[src/rtl/episode_controller.sv]
// Episode sequencer for a Q-learning datapath: starts episodes, issues random
// actions from a Galois LFSR, detects episode ends and signals run completion.
module episode_controller #(
  parameter int unsigned STATES_WIDTH  = 4,
  parameter int unsigned ACTIONS_WIDTH = 2,
  parameter int unsigned START_ST      = 0,
  parameter int unsigned GOAL_ST       = 15,
  parameter int unsigned MAX_STEPS     = 64,
  parameter int unsigned EPISODES      = 100,
  parameter logic [15:0] LFSR_SEED     = 16'hACE1
) (
  input  logic                     clk,
  input  logic                     rst_n,
  input  logic                     i_enable,
  input  logic                     i_valid_st,
  input  logic [STATES_WIDTH-1:0]  i_st,
  input  logic                     i_update_done,
  output logic                     o_start,
  output logic [STATES_WIDTH-1:0]  o_first_st,
  output logic [ACTIONS_WIDTH-1:0] o_at,
  output logic                     o_valid_at,
  output logic                     o_finish,
  output logic                     o_busy,
  output logic [15:0]              o_episode_cnt
);

  typedef enum logic [1:0] {IDLE, START, RUN, DONE} state_e;

  localparam logic [STATES_WIDTH-1:0] GOAL_C      = STATES_WIDTH'(GOAL_ST);
  localparam logic [15:0]             MAX_STEPS_C = 16'(MAX_STEPS);
  localparam logic [15:0]             EPISODES_C  = 16'(EPISODES);

  state_e                   state_q, state_d;
  logic [15:0]              lfsr_q, lfsr_d;
  logic [15:0]              step_q, step_d;
  logic                     goal_q, goal_d;
  logic [15:0]              ep_cnt_q, ep_cnt_d;
  logic                     start_q, start_d;
  logic                     valid_at_q, valid_at_d;
  logic                     finish_q, finish_d;
  logic                     busy_q, busy_d;
  logic [ACTIONS_WIDTH-1:0] at_q, at_d;

  logic        goal_now;
  logic        goal_hit;
  logic [15:0] step_inc;
  logic [15:0] ep_inc;

  always_comb begin
    // NOTE: every _d gets a default first so no latch is inferred on any path.
    state_d    = state_q;
    lfsr_d     = lfsr_q[0] ? ({1'b0, lfsr_q[15:1]} ^ 16'hB400) : {1'b0, lfsr_q[15:1]};
    step_d     = step_q;
    goal_d     = goal_q;
    ep_cnt_d   = ep_cnt_q;
    start_d    = 1'b0;
    valid_at_d = 1'b0;
    finish_d   = 1'b0;
    at_d       = at_q;

    goal_now = i_valid_st && (i_st == GOAL_C);
    // A goal seen in the same cycle as the write-back still ends this step.
    goal_hit = goal_q || goal_now;
    step_inc = (step_q == 16'hFFFF) ? step_q : step_q + 16'd1;
    ep_inc   = ep_cnt_q + 16'd1;

    unique case (state_q)
      IDLE: begin
        if (i_enable) begin
          state_d    = START;
          start_d    = 1'b1;
          valid_at_d = 1'b1;
          at_d       = lfsr_d[ACTIONS_WIDTH-1:0];
          step_d     = '0;
          goal_d     = 1'b0;
          ep_cnt_d   = '0;
        end
      end
      START: state_d = RUN;
      RUN: begin
        if (goal_now) goal_d = 1'b1;
        if (i_update_done) begin
          step_d = step_inc;
          if (goal_hit || (step_inc == MAX_STEPS_C)) begin
            ep_cnt_d = ep_inc;
            step_d   = '0;
            goal_d   = 1'b0;
            if (ep_inc == EPISODES_C) begin
              state_d  = DONE;
              finish_d = 1'b1;
            end else begin
              state_d    = START;
              start_d    = 1'b1;
              valid_at_d = 1'b1;
              at_d       = lfsr_d[ACTIONS_WIDTH-1:0];
            end
          end else begin
            valid_at_d = 1'b1;
            at_d       = lfsr_d[ACTIONS_WIDTH-1:0];
          end
        end
      end
      DONE: state_d = IDLE;
      default: state_d = IDLE;
    endcase

    busy_d = (state_d != IDLE);
  end

  always_ff @(posedge clk or negedge rst_n) begin
    if (!rst_n) begin
      state_q    <= IDLE;
      lfsr_q     <= LFSR_SEED;
      step_q     <= '0;
      goal_q     <= 1'b0;
      ep_cnt_q   <= '0;
      start_q    <= 1'b0;
      valid_at_q <= 1'b0;
      finish_q   <= 1'b0;
      busy_q     <= 1'b0;
      at_q       <= '0;
    end else begin
      // NOTE: non-blocking so every flop updates from the same pre-edge values.
      state_q    <= state_d;
      lfsr_q     <= lfsr_d;
      step_q     <= step_d;
      goal_q     <= goal_d;
      ep_cnt_q   <= ep_cnt_d;
      start_q    <= start_d;
      valid_at_q <= valid_at_d;
      finish_q   <= finish_d;
      busy_q     <= busy_d;
      at_q       <= at_d;
    end
  end

  assign o_first_st    = STATES_WIDTH'(START_ST);
  assign o_start       = start_q;
  assign o_valid_at    = valid_at_q;
  assign o_finish      = finish_q;
  assign o_busy        = busy_q;
  assign o_at          = at_q;
  assign o_episode_cnt = ep_cnt_q;

endmodule

[config.mk]
export PLATFORM = sky130hd
export DESIGN_NAME = episode_controller
export DESIGN_NICKNAME = d
export VERILOG_FILES = /design/src/rtl/episode_controller.sv
export SDC_FILE = /design/constraint.sdc
export NUM_CORES = 1
export LEC_CHECK = 0
export BUFFER_PORTS_ARGS = -buffer_cell sky130_fd_sc_hd__buf_2
export CAP_MARGIN = 0
export CELL_PAD_IN_SITES_DETAIL_PLACEMENT = 1
export CELL_PAD_IN_SITES_GLOBAL_PLACEMENT = 1
export CORE_MARGIN = 3
export CORE_UTILIZATION = 41
export CTS_CLUSTER_SIZE = 20
export DETAILED_ROUTE_END_ITERATION = 7
export GPL_TIMING_DRIVEN = 0
export PLACE_DENSITY_LB_ADDON = 0.1
export SYNTH_ARGS = -nofsm -noshare
export SYNTH_HDL_FRONTEND = slang
export SYNTH_SLANG_ARGS = --single-unit
[constraint.sdc]
create_clock -name clk -period 2.5 [get_ports clk]
set_input_delay 0.5 -clock clk [delete_from_list [all_inputs] [get_ports clk]]
set_output_delay 0.5 -clock clk [all_outputs]
set_load 0.05 [all_outputs]
## Yosys cells after proc, flatten, opt, wreduce, memory -nomap -nowiden

Index checks and enable logic that the tools add are counted.

| word-level totals | value |
|---|---|
| memories kept | 0 |
| register bits after elaboration | 57 |
| output and inout port bits | 26 |
| bits in writable memories | 0 |
| logic and storage cells | 70 |
| bits in read-only memories | 0 |
| latch bits | 0 |
| input bits | 9 |

| cells by class | value |
|---|---|
| eq/ne operators | 11 |
| bitwise operators | 1 |
| reductions and logical operators | 10 |
| mux-type cells | 36 |
| add/subtract/negate cells | 2 |
| shifts and indexed selects | 0 |
| div/mod/pow operators | 0 |
| magnitude comparators | 0 |
| multiply operators | 0 |

Operator list:

| kind | count |
|---|---|
| two-way mux 16 bit | 7 |
| one-hot mux 16 bit (2 select lines) | 2 |
| adder 16 x 1 -> 16 bit (second input constant) | 2 |
| equality test 16 x 7 -> 1 bit (second input constant) | 2 |
| equality test 16 bit (second input constant) | 1 |
| two-way mux 2 bit | 8 |
| two-way mux 1 bit | 14 |
| one-hot mux 2 bit (4 select lines) | 1 |
| AND reduction 4 bit | 2 |
| inequality test 2 bit (second input constant) | 3 |
| one-hot mux 1 bit (2 select lines) | 3 |
| equality test 2 bit (second input constant) | 2 |
| equality test 4 bit (second input constant) | 1 |
| NOT 3 -> 4 bit | 1 |
| one-hot mux 2 bit (2 select lines) | 1 |
| nonzero test 2 bit | 2 |
| inequality test 3 bit (second input constant) | 1 |
| AND reduction 3 bit | 1 |
| equality test 2 x 1 -> 1 bit (second input constant) | 1 |
| logical NOT 2 bit | 1 |
| logical OR 1 bit | 2 |
| AND reduction 2 bit | 1 |
| logical AND 1 bit | 1 |

## Longest topological paths before layout

Gate-level depths: netlist of run 1.

| depth | value |
|---|---|
| depth in word-level cells | 8 |
| gate-level depth with buffers | 11 |
| depth with buffers taken out | 8 |

## Worst setup path before layout of run 1

No wires, ideal clock.

| path | value |
|---|---|
| path type | flip-flop to flip-flop |
| start point | register ep_cnt_q[3], in the netlist o_episode_cnt[3] |
| end point | register at_q[0], in the netlist o_at[0] |
| clock period less this slack | 2.675 ns |
| path slack | -0.175 ns |
| path buffers | 1 |
| stages on the path, launching flop included | 9 |
| setup time | 0.135 ns |
| arrival | 2.539 ns |
| data required time | 2.365 ns |
| cells stage by stage | dfrtp_1 -> buf_2 -> nand4_1 -> or3_1 -> mux2_1 -> o21ai_1 -> and4bb_2 -> a2bb2oi_1 -> nand4_1 |

| between the ends | value |
|---|---|
| longest elaborated chain between the ends | 4 |

Ends and longest elaborated chain:

| item | RTL line | source |
|---|---|---|
| start: declaration | 37 | `logic [15:0] ep_cnt_q, ep_cnt_d;` |
| start signal: assignment | 128 | `ep_cnt_q <= ep_cnt_d;` |
| adder 16 x 1 -> 16 bit | 65 | `ep_inc = ep_cnt_q + 16'd1;` |
| equality test 16 x 7 -> 1 bit | 88 | `if (ep_inc == EPISODES_C) begin` |
| inequality test 3 bit (no line) | - |  |
| AND reduction 4 bit (no line) | - |  |
| end signal: assignment | 133 | `at_q <= at_d;` |
| end: declaration | 42 | `logic [ACTIONS_WIDTH-1:0] at_q, at_d;` |

Every way passes these cells.
A chain may end at the register's enable or synchronous reset.

## Worst setup path after layout of run 1

| path | value |
|---|---|
| start point | register step_q[4] |
| end point | register ep_cnt_q[8], in the netlist o_episode_cnt[8] |

| between the ends | value |
|---|---|
| longest elaborated chain between the ends | 6 |
| elaborated cells on any way between the ends | 7 |
| classes of those cells | add/sub (1); eq/ne (3); mux (1); reduce/logical (2) |

Ends and longest elaborated chain:

| item | RTL line | source |
|---|---|---|
| start: declaration | 35 | `logic [15:0] step_q, step_d;` |
| start signal: assignment | 126 | `step_q <= step_d;` |
| adder 16 x 1 -> 16 bit / equality test 16 bit (equally long branches) | 64 | `step_inc = (step_q == 16'hFFFF) ? step_q : step_q + 16'd1;` |
| two-way mux 16 bit * | 64 |  |
| equality test 16 x 7 -> 1 bit * | 84 | `if (goal_hit \|\| (step_inc == MAX_STEPS_C)) begin` |
| logical OR 1 bit * | 84 |  |
| inequality test 2 bit (no line) * | - |  |
| AND reduction 4 bit (no line) * | - |  |

Mark *: on every way between the ends. The rest lies on a longest branch, timed or not.

==> results of run 1 <==
==> Yosys cell counts (2+ instances only) <==
master | instances | area, sq um
o31ai_1 | 7 | 52.55
a31oi_1 | 9 | 56.30
nor4_1 | 3 | 18.77
or3_1 | 2 | 12.51
and3_1 | 10 | 62.56
nand2_1 | 47 | 176.4
o22ai_1 | 2 | 12.51
nor3_1 | 6 | 30.03
inv_1 | 6 | 22.52
and2_1 | 5 | 31.28
buf_6 | 2 | 22.52
a21boi_0 | 4 | 30.03
o21ai_1 | 4 | 20.02
dfstp_2 | 8 | 210.2
xor2_1 | 4 | 35.03
mux2i_1 | 9 | 90.09
nand2b_1 | 6 | 37.54
nor2_1 | 21 | 78.83
a21oi_1 | 14 | 70.07
a41o_1 | 2 | 20.02
o211ai_1 | 6 | 45.04
dfrtp_1 | 49 | 1226
a211oi_1 | 5 | 37.54
nand4_1 | 15 | 93.84
ha_1 | 2 | 25.02
a2bb2oi_1 | 2 | 17.52
clkbuf_1 | 12 | 45.04
buf_2 | 10 | 50.05
o21a_1 | 3 | 22.52
o41ai_1 | 2 | 17.52
buf_4 | 6 | 45.04
a41oi_1 | 12 | 105.1
o31ai_2 | 2 | 25.02
nand3_1 | 16 | 80.08
and4_1 | 7 | 61.31
o21ai_0 | 20 | 100.1
nor4_2 | 2 | 25.02
xnor2_1 | 5 | 43.79
a32o_1 | 2 | 20.02
==> per-layer routing <==
metal  part of all wire  vias up  GRT usage  wire length [microns]
met4              0.020        0    0.07561                    265
met5                  0        -          0                      0
met1               0.44     1855     0.3652                   5747
met2               0.48      157     0.4007                   6335
met3              0.062       33    0.04020                    810
li1                   -     1572          -                      -
==> worst max-delay path by stage <==
| stage | start | end | slack (ps) | depth (start not counted) |
|---|---|---|---|---|
| floorplan | o_episode_cnt[3] | o_at[0] | 10 | 8 |
| global placement | step_q[1] | o_episode_cnt[14] | -470 | 10 |
| detailed placement | step_q[1] | o_episode_cnt[15] | -520 | 10 |
| CTS | step_q[0] | o_episode_cnt[0] | -90 | 11 |
| global route | step_q[3] | o_episode_cnt[8] | -280 | 11 |
| finish | step_q[4] | o_episode_cnt[8] | -170 | 12 |
==> kinds of logic after synthesis <==
logic type               share of synthesized area
adder cells (fa/ha/maj)                   0.007319
buffers and inverters                      0.05563
multiplexers                               0.02965
other                                     0.001097
AO/OA/AOI/OAI                               0.2215
AND/OR/NAND/NOR                             0.2416
XOR/XNOR                                   0.02306
flip-flops                                  0.4202
==> what timing repair did <==
item / 4_1_cts / 5_1_grt
setup endpoints to repair: 36 / 37
buffers inserted: 34 / 16
gates cloned: 1 / 1
pin swaps: 16 / 28
resized for setup: 41 / 57
==> worst reg2reg max path, stage by stage (launching register included) <==
cell and delay, ps:
dfrtp_1 380, buf_6 160, nand4_4 140, buf_8 170, nor4_4 160, mux2i_2 310, o2111a_1 280, buf_4 130
nand4_1 120, buf_6 200, buf_12 170, a41oi_2 220, o41ai_1 100
==> flip-flops by register name, summed over array words and instances (netlist names) <==
| name | count |
|---|---|
| goal_q | 1 |
| lfsr_q | 16 |
| o_at | 2 |
| o_busy | 1 |
| o_episode_cnt | 16 |
| o_finish | 1 |
| o_start | 1 |
| o_valid_at | 1 |
| state_q | 2 |
| step_q | 16 |
==> power by group <==
group	switching [mW]	total (mW)	internal, mW
registers	0.209	1.27	1.06
clock network	0.471	0.954	0.483
logic	1.22	1.77	0.558
==> layout make-up <==
cell class                 instances  area [sq um]
tap                              102         127.6
fill                             881          3183
clock inverter                     7         85.08
multi-input combinational        282          2162
timing repair buffer              80         584.3
clock buffer                       9         123.9
inverter                           6         22.52
sequential                        57          1458
buffer                            22         181.4
==> through the flow <==
stage            util  hold slack [ps]  worst slack (ps)
4_1_cts        0.5600            360.0            -91.57
3_3_place_gp   0.4751            338.6            -474.2
5_1_grt        0.5985            245.6            -282.9
3_5_place_dp   0.4751            339.9            -518.5
2_1_floorplan       -            204.4             11.64
6_report       0.5985            181.2            -167.3
==> results.toml, run 1 <==
[status]
status = "finished with violations"
violations = "negative setup slack"

[detailed_routing]
wl_per_cell_microns = 23.29
drcViolationCount = 0
firstDrtPassIters = 5
num_vias = 3617
drt-initial-drc-count = 263
routed_via_density = 6.402
ant_nets = 0
routed_wl_mm = 13.16

[synth]
ys_ff_latch = 57
syn-cell-area_sq_um = 3418
synthCells = 373
async_flop_share = 1.000
ys_warn_count = 0
synth_edf_count = 0
synth_ff_type = "dfrtp_1"
avgSynthCellArea_sq_um = 9.164
synth.distinct_cells = 63
yosysSeqAreaShare = 0.4202

[placed_design]
port_buffers = 30
dp_hpwl_mm = 7.295
placed_area_sq_um = 3766
gp_congestion = 0.8609
numPlacedInstances = 508

[critical_path]
r2r-end = "o_episode_cnt[8]"
crit_type = "reg2reg"
reg2reg_depth = 12
crit_required_ps = 2730
rrSetupSlack_ps = -170
worstPathCellList = "buf_6, nand4_4, buf_8, nor4_4, mux2i_2, o2111a_1, buf_4, nand4_1, buf_6, buf_12, a41oi_2, o41ai_1"
timing.rr.start = "step_q[4]"
crit_family = "buffers and inverters"
crit_arrival_ps = 2900
critPathSlowestCell = "dfrtp_1"
cp-end-kind = "flip-flop"
slowest_delay_ps = 380
cpMostUsedCell = "buf_6"
crit_buf_inv = 5
crit_fanout = 10
crit_path_start_kind = "flip-flop"

[timing]
tns_ps = -2251
setup_viol = 32
rsz0062_at_grt = "yes"
skew_ps = 11.27
finalCritPeriodShare = 1.067
fin_crit_ps = 2667
final_max_slew_viol_count = 0
max_freq_mhz = 374.9
max_slew.worst_pin.slew_ps = 1155
worst_slack_ps = -167.3
slew_headroom = 0.2196
final_hold_viol_count = 0

[run]
maxCapViolations = 0

[finish]
final_area_sq_um = 4745
drive_gt1_frac = 0.4255
final_common_cell = "buf_4"
final_cells = 565
nNetsFinal = 469
syn2layout_area_growth_pct = 38.80
most-common-layout-cells = "buf_4 (47), nand2_1 (43), buf_2 (32), dfrtp_1 (32), nor2_1 (18)"
diodes = 0

[cts]
clk_latency_ps = 360
cts_tree = "built"
cts_buffers = 9
cts.reportedPaths.clkPinSlew_ps = 80
cts.sinks = 57
htree_levels = 3
cts_buffer_depth = 2
holdBufCountCts = 0
clockRootBuffer = "clkbuf_8"

[floorplan]
die-area_sq_um = 9469
die_y_microns = 97.31
initial_core_util = 0.4312
die_w_microns = 97.31
io_pins = 35
coreArea_sq_um = 7928
rows = 32

[global_routing]
antenna_found_initial = 0
grt_pass1_wl_mm = 19.58
grt_pass1_vias = 3609
grt_usage = 0.2554
grt_max_degree = 58
gr-total-overflow = 0

[pwr]
fin_total_pwr_mw = 3.998
ir_worst_vdd_uv = 508.8
p_leak_nw = 2.001
p_per_area_nw_per_um2 = 842.7

[hold_path]
hold_class = "in2async"
No activity file was read; power rests on OpenSTA's default activity.
==> run 2, diff against run 1 <==
--- a/config.mk
+++ b/config.mk
@@ -15,6 +15,7 @@
 export DETAILED_ROUTE_END_ITERATION = 7
 export GPL_TIMING_DRIVEN = 0
 export PLACE_DENSITY_LB_ADDON = 0.1
+export SKIP_LAST_GASP = 1
 export SYNTH_ARGS = -nofsm -noshare
 export SYNTH_HDL_FRONTEND = slang
 export SYNTH_SLANG_ARGS = --single-unit
==> results.toml, run 2 (synthesized netlist as in run 1, its figures left out) <==
[status]
status = "finished with violations"
violations = "negative setup slack"

[cts]
cts.reportedPaths.clkPinSlew_ps = 90
cts.sinks = 57
clk_latency_ps = 360
cts_buffers = 9
clockRootBuffer = "clkbuf_8"
cts_tree = "built"
htree_levels = 3
cts_buffer_depth = 2
holdBufCountCts = 0

[pwr]
ir_worst_vdd_uv = 505.1
p_leak_nw = 1.999
fin_total_pwr_mw = 3.989
p_per_area_nw_per_um2 = 842.4

[global_routing]
grt_max_degree = 58
grt_pass1_vias = 3609
antenna_found_initial = 0
grt_pass1_wl_mm = 19.58
gr-total-overflow = 0
grt_usage = 0.2554

[critical_path]
crit_fanout = 8
crit_arrival_ps = 2890
slowest_delay_ps = 380
worstPathCellList = "buf_6, nand4_4, buf_8, nor4_4, mux2i_2, o2111a_1, buf_4, nand4_1, buf_6, buf_4, clkbuf_16, a31oi_1, a21oi_1"
crit_type = "reg2reg"
critPathSlowestCell = "dfrtp_1"
cp-end-kind = "flip-flop"
crit_path_start_kind = "flip-flop"
crit_required_ps = 2740

[placed_design]
gp_congestion = 0.8609
placed_area_sq_um = 3766
port_buffers = 30
pre_cts_ws_ps = -518.5
dp_hpwl_mm = 7.295

[finish]
most-common-layout-cells = "buf_4 (47), nand2_1 (43), buf_2 (32), dfrtp_1 (32), nor2_1 (18)"
fin_util = 0.5974
final_common_cell = "buf_4"
final_area_sq_um = 4736
nNetsFinal = 469
syn2layout_area_growth_pct = 38.54
diodes = 0
drive_gt1_frac = 0.4255

[timing]
finalCritPeriodShare = 1.063
setup_viol = 31
fin_crit_ps = 2658
slew_headroom = 0.2179
rsz0062_at_grt = "yes"
hold_slack_ps = 181.3
max_freq_mhz = 376.2
max_slew.worst_pin.slew_ps = 1158
worst_slack_ps = -158.4
final_max_slew_viol_count = 0
skew_ps = 10.89
final_hold_viol_count = 0

[detailed_routing]
drt-initial-drc-count = 265
firstDrtPassIters = 5
routed_wl_mm = 13.16
routed_via_density = 6.419
ant_nets = 0
drcViolationCount = 0
num_vias = 3627
wl_per_cell_microns = 23.30

[run]
maxCapViolations = 0

[hold_path]
hold_class = "in2async"

[floorplan]
rows = 32
die_w_microns = 97.31
io_pins = 35
die_y_microns = 97.31
coreArea_sq_um = 7928
initial_core_util = 0.4312
die-area_sq_um = 9469
## run 2: cell types whose count changed in the layout (fill, tap and decap cells not counted)
cell / previous run / this run
a31oi_2: 0 / 1
a31oi_4: 1 / 0
## run 2: what timing repair did
action	CTS	global route
setup endpoints to repair	36	37
cloned	1	1
gates resized for setup	41	56
endpoints found under the hold margin	0	0
pin swaps	16	28
buffers inserted	34	16
## run 2: per-layer routing
layer / track usage / wire length [microns]
met5: 0 / 0
met4: 0.07561 / 250
met3: 0.04020 / 750
met2: 0.4007 / 6355
met1: 0.3652 / 5807
## run 2: layout make-up
type	instances	area, sq um
buffer	22	181.4
timing repair buffer	80	584.3
tap	102	127.6
clock inverter	7	85.08
fill	882	3192
sequential	57	1458
clock buffer	9	123.9
multi-input combinational	282	2153
inverter	6	22.52
## run 2: final timing paths
kind                            from          to  slack (ps)  depth (start not counted)
min reg2reg                lfsr_q[8]   lfsr_q[7]         360                          0
max                        step_q[4]   step_q[4]        -160                         13
max reg2reg                step_q[4]   step_q[4]        -160                         13
min in group clk           lfsr_q[8]   lfsr_q[7]         360                          0
max in group asynchronous      rst_n  step_q[12]        1740                          1
min                            rst_n   step_q[6]         180                          1
## run 2: power by group
part | internal (mW) | total [mW] | switching (mW)
clock | 0.483 | 0.950 | 0.467
sequential | 1.06 | 1.27 | 0.208
combinational | 0.558 | 1.77 | 1.21
## run 2: worst max-delay path: cells and delay by family (launching register included)
kind,cells,cell delay (ps)
buffers and inverters,6,960
DFF,1,380
muxes,1,310
and+or+nand+nor,3,430
AOI/OAI and AO/OA,3,450
## run 2: per-stage QoR
stage	setup TNS, ps	instances
after floorplan	0	376
after global placement	-12870	508
after detailed placement	-14390	508
after CTS	-331.2	555
after global routing	-6047	565
final	-2165	565
